<file path="config.mk">
export PLATFORM = sky130hd
export DESIGN_NAME = if_stage
export DESIGN_NICKNAME = d
export VERILOG_FILES = /design/src/rtl/if_stage.sv
export SDC_FILE = /design/constraint.sdc
export NUM_CORES = 1
export LEC_CHECK = 0
export ABC_AREA = 1
export ABC_CLOCK_PERIOD_IN_PS = 5370
export CAP_MARGIN = 20
export CORE_UTILIZATION = 40
export DETAILED_ROUTE_END_ITERATION = 6
export MAX_ROUTING_LAYER = met4
export PLACE_DENSITY_LB_ADDON = 0.12
export SETUP_SLACK_MARGIN = 0.5
export SYNTH_ARGS = -nofsm -noshare
export SYNTH_HDL_FRONTEND = slang
export SYNTH_SLANG_ARGS = --single-unit
</file>
<file path="constraint.sdc">
create_clock -name clk -period 5.37 [get_ports clk]
set_input_delay 1.611 -clock clk [delete_from_list [all_inputs] [get_ports clk]]
set_output_delay 1.611 -clock clk [all_outputs]
set_load 0.01 [all_outputs]
</file>
<file path="src/rtl/if_stage.sv">
// Instruction fetch stage: owns the PC, talks to instruction memory with a
// req/ready handshake, and loads the IF/ID pipeline register.  Redirects that
// arrive while a request is still outstanding send the FSM to DROP so the
// stale response is swallowed instead of entering the pipeline.
module if_stage #(
  parameter logic [31:0] RESET_PC = 32'h0000_0000,
  parameter logic [31:0] NOP      = 32'h0000_0000
) (
  input  logic        clk,
  input  logic        reset,
  input  logic        IF_flush,
  input  logic        jump,
  input  logic        bne,
  input  logic        jr,
  input  logic [25:0] jump_addr,
  input  logic [31:0] branch_target,
  input  logic [31:0] jr_target,
  input  logic        stall,
  output logic        imem_req,
  output logic [31:0] imem_addr,
  input  logic        imem_ready,
  input  logic [31:0] imem_rdata,
  output logic [31:0] ifid_instr,
  output logic [31:0] ifid_pc4,
  output logic        ifid_valid
);

  typedef enum logic [1:0] {
    S_FETCH = 2'd0,
    S_WAIT  = 2'd1,
    S_DROP  = 2'd2
  } state_t;

  state_t      r_state;
  logic [31:0] r_pc;
  logic [31:0] r_req_addr;
  logic [31:0] r_ifid_instr;
  logic [31:0] r_ifid_pc4;
  logic        r_ifid_valid;

  logic        w_in_fetch;
  logic        w_issued;
  logic        w_redirect;
  logic [31:0] w_cur_addr;
  logic [31:0] w_cur_pc4;
  logic [31:0] w_target;

  // In FETCH the live request address is the PC itself; afterwards it is the
  // captured req_addr, so the address stays stable until memory answers.
  assign w_in_fetch = (r_state == S_FETCH);
  assign w_cur_addr = w_in_fetch ? r_pc : r_req_addr;
  assign w_cur_pc4  = w_cur_addr + 32'd4;
  assign w_issued   = w_in_fetch ? ~stall : 1'b1;
  assign w_redirect = jr | bne | jump;

  assign imem_req   = ~reset & w_issued;
  assign imem_addr  = w_cur_addr;

  assign ifid_instr = r_ifid_instr;
  assign ifid_pc4   = r_ifid_pc4;
  assign ifid_valid = r_ifid_valid;

  // Redirect target selection: jr has highest priority, then bne, then jump.
  always_comb begin
    w_target = {w_cur_pc4[31:28], jump_addr, 2'b00};
    if (jr) begin
      w_target = jr_target;
    end else if (bne) begin
      w_target = branch_target;
    end
  end

  // Fetch FSM with PC, request address and IF/ID register updates.
  always_ff @(posedge clk) begin
    if (reset) begin
      r_state      <= S_FETCH;
      r_pc         <= RESET_PC;
      r_req_addr   <= RESET_PC;
      r_ifid_instr <= NOP;
      r_ifid_pc4   <= 32'd0;
      r_ifid_valid <= 1'b0;
    end else begin
      if (w_in_fetch && !stall) begin
        r_req_addr <= r_pc;
      end

      if (w_redirect) begin
        // Redirect beats flush and stall; an unanswered request becomes stale.
        r_pc         <= w_target;
        r_ifid_instr <= NOP;
        r_ifid_pc4   <= 32'd0;
        r_ifid_valid <= 1'b0;
        r_state      <= (w_issued && !imem_ready) ? S_DROP : S_FETCH;
      end else if (IF_flush) begin
        // Bubble this cycle; a completing response is thrown away and the
        // same PC is fetched again, an unanswered one keeps waiting.
        r_ifid_instr <= NOP;
        r_ifid_pc4   <= 32'd0;
        r_ifid_valid <= 1'b0;
        if (w_issued && imem_ready) begin
          r_state <= S_FETCH;
        end else if (w_issued && w_in_fetch) begin
          r_state <= S_WAIT;
        end
      end else if (stall) begin
        // PC and IF/ID hold; only a stale response may still be retired.
        if (r_state == S_DROP && imem_ready) begin
          r_state <= S_FETCH;
        end
      end else begin
        unique case (r_state)
          S_FETCH, S_WAIT: begin
            if (imem_ready) begin
              r_ifid_instr <= imem_rdata;
              r_ifid_pc4   <= w_cur_pc4;
              r_ifid_valid <= 1'b1;
              r_pc         <= w_cur_pc4;
              r_state      <= S_FETCH;
            end else begin
              r_ifid_instr <= NOP;
              r_ifid_pc4   <= 32'd0;
              r_ifid_valid <= 1'b0;
              r_state      <= S_WAIT;
            end
          end
          S_DROP: begin
            if (imem_ready) begin
              r_state <= S_FETCH;
            end
          end
          default: r_state <= S_FETCH;
        endcase
      end
    end
  end

endmodule
</file>
# Yosys cells after proc, flatten, opt, wreduce, memory -nomap -nowiden
# Cells that the tools add are included.
[op_classes]
addsub = 1
reduce_logical = 15
eq_ne = 7
mux = 22
n_bitwise = 5
[op_table]
columns = ["cell", "n"]
rows = [
  ["32-bit 2-to-1 mux", 10],
  ["32-bit by 3-bit adder with 32-bit output, second input constant", 1],
  ["2-bit 2-to-1 mux", 8],
  ["1-bit logical AND", 5],
  ["5-bit != test, second input constant", 1],
  ["2-bit by 1-bit != test with 1-bit output, second input constant", 2],
  ["4-bit by 1-bit != test with 1-bit output, second input constant", 1],
  ["4-bit by 2-bit != test with 1-bit output, second input constant", 1],
  ["2-bit case mux with 2 select lines", 1],
  ["4-bit AND reduction", 1],
  ["2-bit nonzero test", 2],
  ["1-bit 2-to-1 mux", 3],
  ["3-bit AND reduction", 1],
  ["3-bit OR reduction", 1],
  ["2-bit by 1-bit == test with 1-bit output, second input constant", 1],
  ["2-bit == test, second input constant", 1],
  ["1-bit zero test", 2],
  ["2-bit zero test", 1],
  ["1-bit inverter", 2],
  ["1-bit bitwise OR", 2],
  ["2-bit AND reduction", 1],
  ["2-bit OR reduction", 1],
  ["1-bit AND", 1],
]
[totals]
input_bits = 130
output_inout_bits = 98
register_bits = 131
word_cells = 56

# Logic depth before layout (Yosys ltp)
[depth]
word_depth = 8
mapped_depth = 14

# Worst setup path after synthesis
# No wires, ideal clock.
[synth_path]
path_kind = "input-to-output"
from = "in reset"
to = "out imem_req"
cell_stages = 4
setup_slack_ps = 1207
arrival_time_ps = 2552
path_cell_list = "clkbuf_1 > clkbuf_1 > clkbuf_1 > nor2_1"
[synth_via]
elab_chain_cells = 2
[synth_rtl]
columns = ["item", "line_no", "rtl"]
rows = [
  ["from (decl)", "10", "input logic reset,"],
  ["1-bit inverter", "56", "assign imem_req = ~reset & w_issued;"],
  ["1-bit AND", "56", ""],
  ["to (decl)", "19", "output logic imem_req,"],
]
# No other way between the ends.

# Final worst setup path
[layout_path]
from = "in stall"
to = "out imem_req"
[layout_via]
elab_chain_cells = 3
[layout_rtl]
columns = ["item", "line_no", "rtl"]
rows = [
  ["from (decl)", "18", "input logic stall,"],
  ["1-bit inverter (no source line)", "--", ""],
  ["1-bit 2-to-1 mux", "53", "assign w_issued = w_in_fetch ? ~stall : 1'b1;"],
  ["1-bit AND", "56", ""],
]
# No other way between the ends.

==> impl_metrics.ini <==
[route]
route.vias.total = 7401
initialDrtViolationCount = 672
post_drt_via_cell_ratio = 5.066
remaining_drc_errors = 0
dr.pass1.iters = 5
wire_per_inst_um = 15.36
ant_nets = 0
drt-total-wl_mm = 22.45

[setup_path]
reg2reg_from = r_state[1]$_SDFFE_PP0P_
reg2reg_to = ifid_pc4[16]$_SDFFE_PP0P_
crit_arrival_ns = 2.90
endpoint_kind = output port
cp.required_ns = 3.76
rrSetupSlack_ns = 2.35
worstSetupStartpointType = input port
crit_type = in2out
rr_worst_depth = 12
critPathMaxFanout = 3

[cells_and_area]
antenna-diode-count = 0
post-route-util = 0.5904
synthToLayoutAreaGrowth_pct = 43.46
fin_area_sq_mm = 0.009826
final_nets = 1359
drive_gt1_frac = 0.09186

[timing]
fmax_mhz = 221.4
hold_violations = 0
grt_setup_unrepaired = false
worst_pin_slew_ns = 0.9933
period_share = 0.8409
fin_crit_ns = 4.516
skew_ns = 0.01121
setup_violations = 0
hold-worst-slack_ns = 0.4517
tns_ns = 0
drv_slew = 0
slew_headroom = 0.3362

[pwr]
vdd_drop_max_mv = 0.2174
powerDensity_mw_per_mm2 = 274.3
power.total_w = 0.002695
seq_power_share = 0.385
internal_power_w = 0.001955
p_comb_frac = 0.178
p_clk_frac = 0.437
p_switching_w = 0.0007402
sw_frac_of_total = 0.2747
leakagePower_nw = 3.648

[die]
core_sq_mm = 0.01664
io_pins = 228
die_area_sq_mm = 0.01765
die_w_um = 132.9
start_util = 0.4115
fp.dieH_um = 132.9
core.rowCount = 47

[global_route]
grt_pass1_wl_mm = 35.63
gr-total-overflow = 0
grt_usage = 0.2649
grt_pass1_vias = 6703
antenna_found_initial = 0
grt_max_degree = 67

[clocking]
cts_hold_buffers = 0
root_buffer = clkbuf_16
post_cts_buffers = 0
htreeDepth = 4
cts_resized = 0
clockBufferDepth = 2
insertion_delay_ns = 0.43
cts_tree = done
path_clk_slew_ns = 0.06
cts.sinks = 131
cts_made_buffers = 17

[synthesis]
synth_xor_area_frac = 0.01662
syn-num-nets = 1161
synth_top_family_by_area = simple AND/OR/NAND/NOR gates
synthCells = 1030
synth_compound_area_frac = 0.1712
synth_mux_area_frac = 0
synth-warning-count = 0
synth_seq_area_share = 0.3829
syn_area_per_cell_sq_um = 6.650
synthAdderAreaFrac = 0.001827
syn_area_sq_mm = 0.006849
yosys.area_share.simple = 0.3497
synth.ff_latch_count = 131
netlist-cell-type-count = 41

[place]
numPortBuffers = 227
gp_congestion = 0.9044
dpl.hpwl_mm = 16.37
postPlaceCellArea_sq_mm = 0.009214

[outcome]
status = completed

[job]
maxCapViolations = 0

[worst_hold_path]
worstHoldPathCells = 2
min_from = r_req_addr[31]$_SDFFE_PP0P_
min_path_type = reg2reg
min_to = r_req_addr[31]$_SDFFE_PP0P_
[how the worst max path moves through the flow]
stage	startpoint	endpoint	slack [ns]	cells after the start
after global placement	stall	imem_req	0.86	5
final	stall	imem_req	0.85	5
after detailed placement	stall	imem_req	0.87	5
after floorplan	reset	imem_req	1.21	4
after CTS	stall	imem_req	0.86	5
after global routing	stall	imem_req	0.75	5
[registers in the layout (all words and copies together), names as in the netlist]
signal / count
r_state: 2
ifid_instr: 32
r_pc: 32
r_req_addr: 32
ifid_pc4: 32
ifid_valid: 1
[Yosys cell counts, drive strengths merged]
cell type,number,area (sq um)
a21o,2,15.01
a21oi,110,554.3
a22oi,10,75.07
a311oi,4,35.03
a31oi,12,75.07
a41oi,2,17.52
buf,16,105.1
clkbuf,44,165.2
clkinv,1,3.750
dfxtp,131,2623
ha,1,12.51
inv,69,259.0
nand2,363,1503
nand3,63,332.8
nand3b,5,37.54
nand4,4,25.02
nor2,102,455.4
nor3,2,10.01
o2111ai,6,52.55
o211ai,2,15.01
o21ai,60,307.8
o21bai,1,7.510
o221ai,2,17.52
or2,5,31.28
xnor2,3,26.28
xor2,10,87.58
[power by group through the flow]
stage	logic (W)	clock network (W)	registers (W)
after floorplan	0.000252	0	0.00105
after global placement	0.000473	0	0.00106
after detailed placement	0.000476	0	0.00106
after CTS	0.000477	0.00119	0.00104
after global routing	0.000523	0.00123	0.00104
final	0.000480	0.00118	0.00104
[cell usage in the layout, fill, tap and decap left out, types with 4 or more instances in the layout]
cell	count
nand2_4	9
a31oi_1	12
inv_1	59
nand3_1	61
o2111ai_1	6
o21ai_0	53
clkdlybuf4s50_1	227
nand2_1	325
nand4_1	4
clkinv_2	4
xor2_1	10
a22oi_1	10
nand2_2	29
o21ai_1	5
nor2_4	7
inv_2	10
nor2_1	85
a21oi_1	109
dfxtp_1	131
nand3b_1	5
buf_4	11
nor2_2	10
a311oi_1	4
clkbuf_16	17
[stage by stage]
step	setup WS [ns]	std cells
4_1_cts	0.8637	1460
2_1_floorplan	1.207	1030
3_3_place_gp	0.8649	1428
3_5_place_dp	0.8731	1428
5_1_grt	0.7514	1461
6_report	0.8541	1461
[critical path, cell delays in order]
cell,delay (ns)
clkdlybuf4s50_1,0.50
inv_1,0.06
nor2_1,0.18
nor2_1,0.07
clkdlybuf4s50_1,0.48
[area by class of cell]
type,instances,area [sq um]
repair buffers,239,2375
fillers,1605,6817
clock buffers,19,432.9
multi-input cells,769,3699
flip-flops and latches,131,2623
clock inverters,13,158.9
well taps,220,275.3
inverters,70,262.8
[cells by family (layout without fill, tap and decap cells)]
logic type / Yosys count / in the layout
XOR/XNOR: 13 / 13
AO/OA/AOI/OAI: 211 / 211
AND/OR/NAND/NOR: 544 / 544
adder cells (fa/ha/maj): 1 / 1
flip-flops: 131 / 131
buffers and inverters: 130 / 341
[metal layers]
metal	up-vias	GRT usage	routed length, um
li1	3747	-	-
met1	3348	0.3700	10880
met2	290	0.3860	9678
met3	16	0.05977	1686
met4	0	0.05811	200
met5	-	-	0
Note: power is estimated with default switching activity, not from simulation.
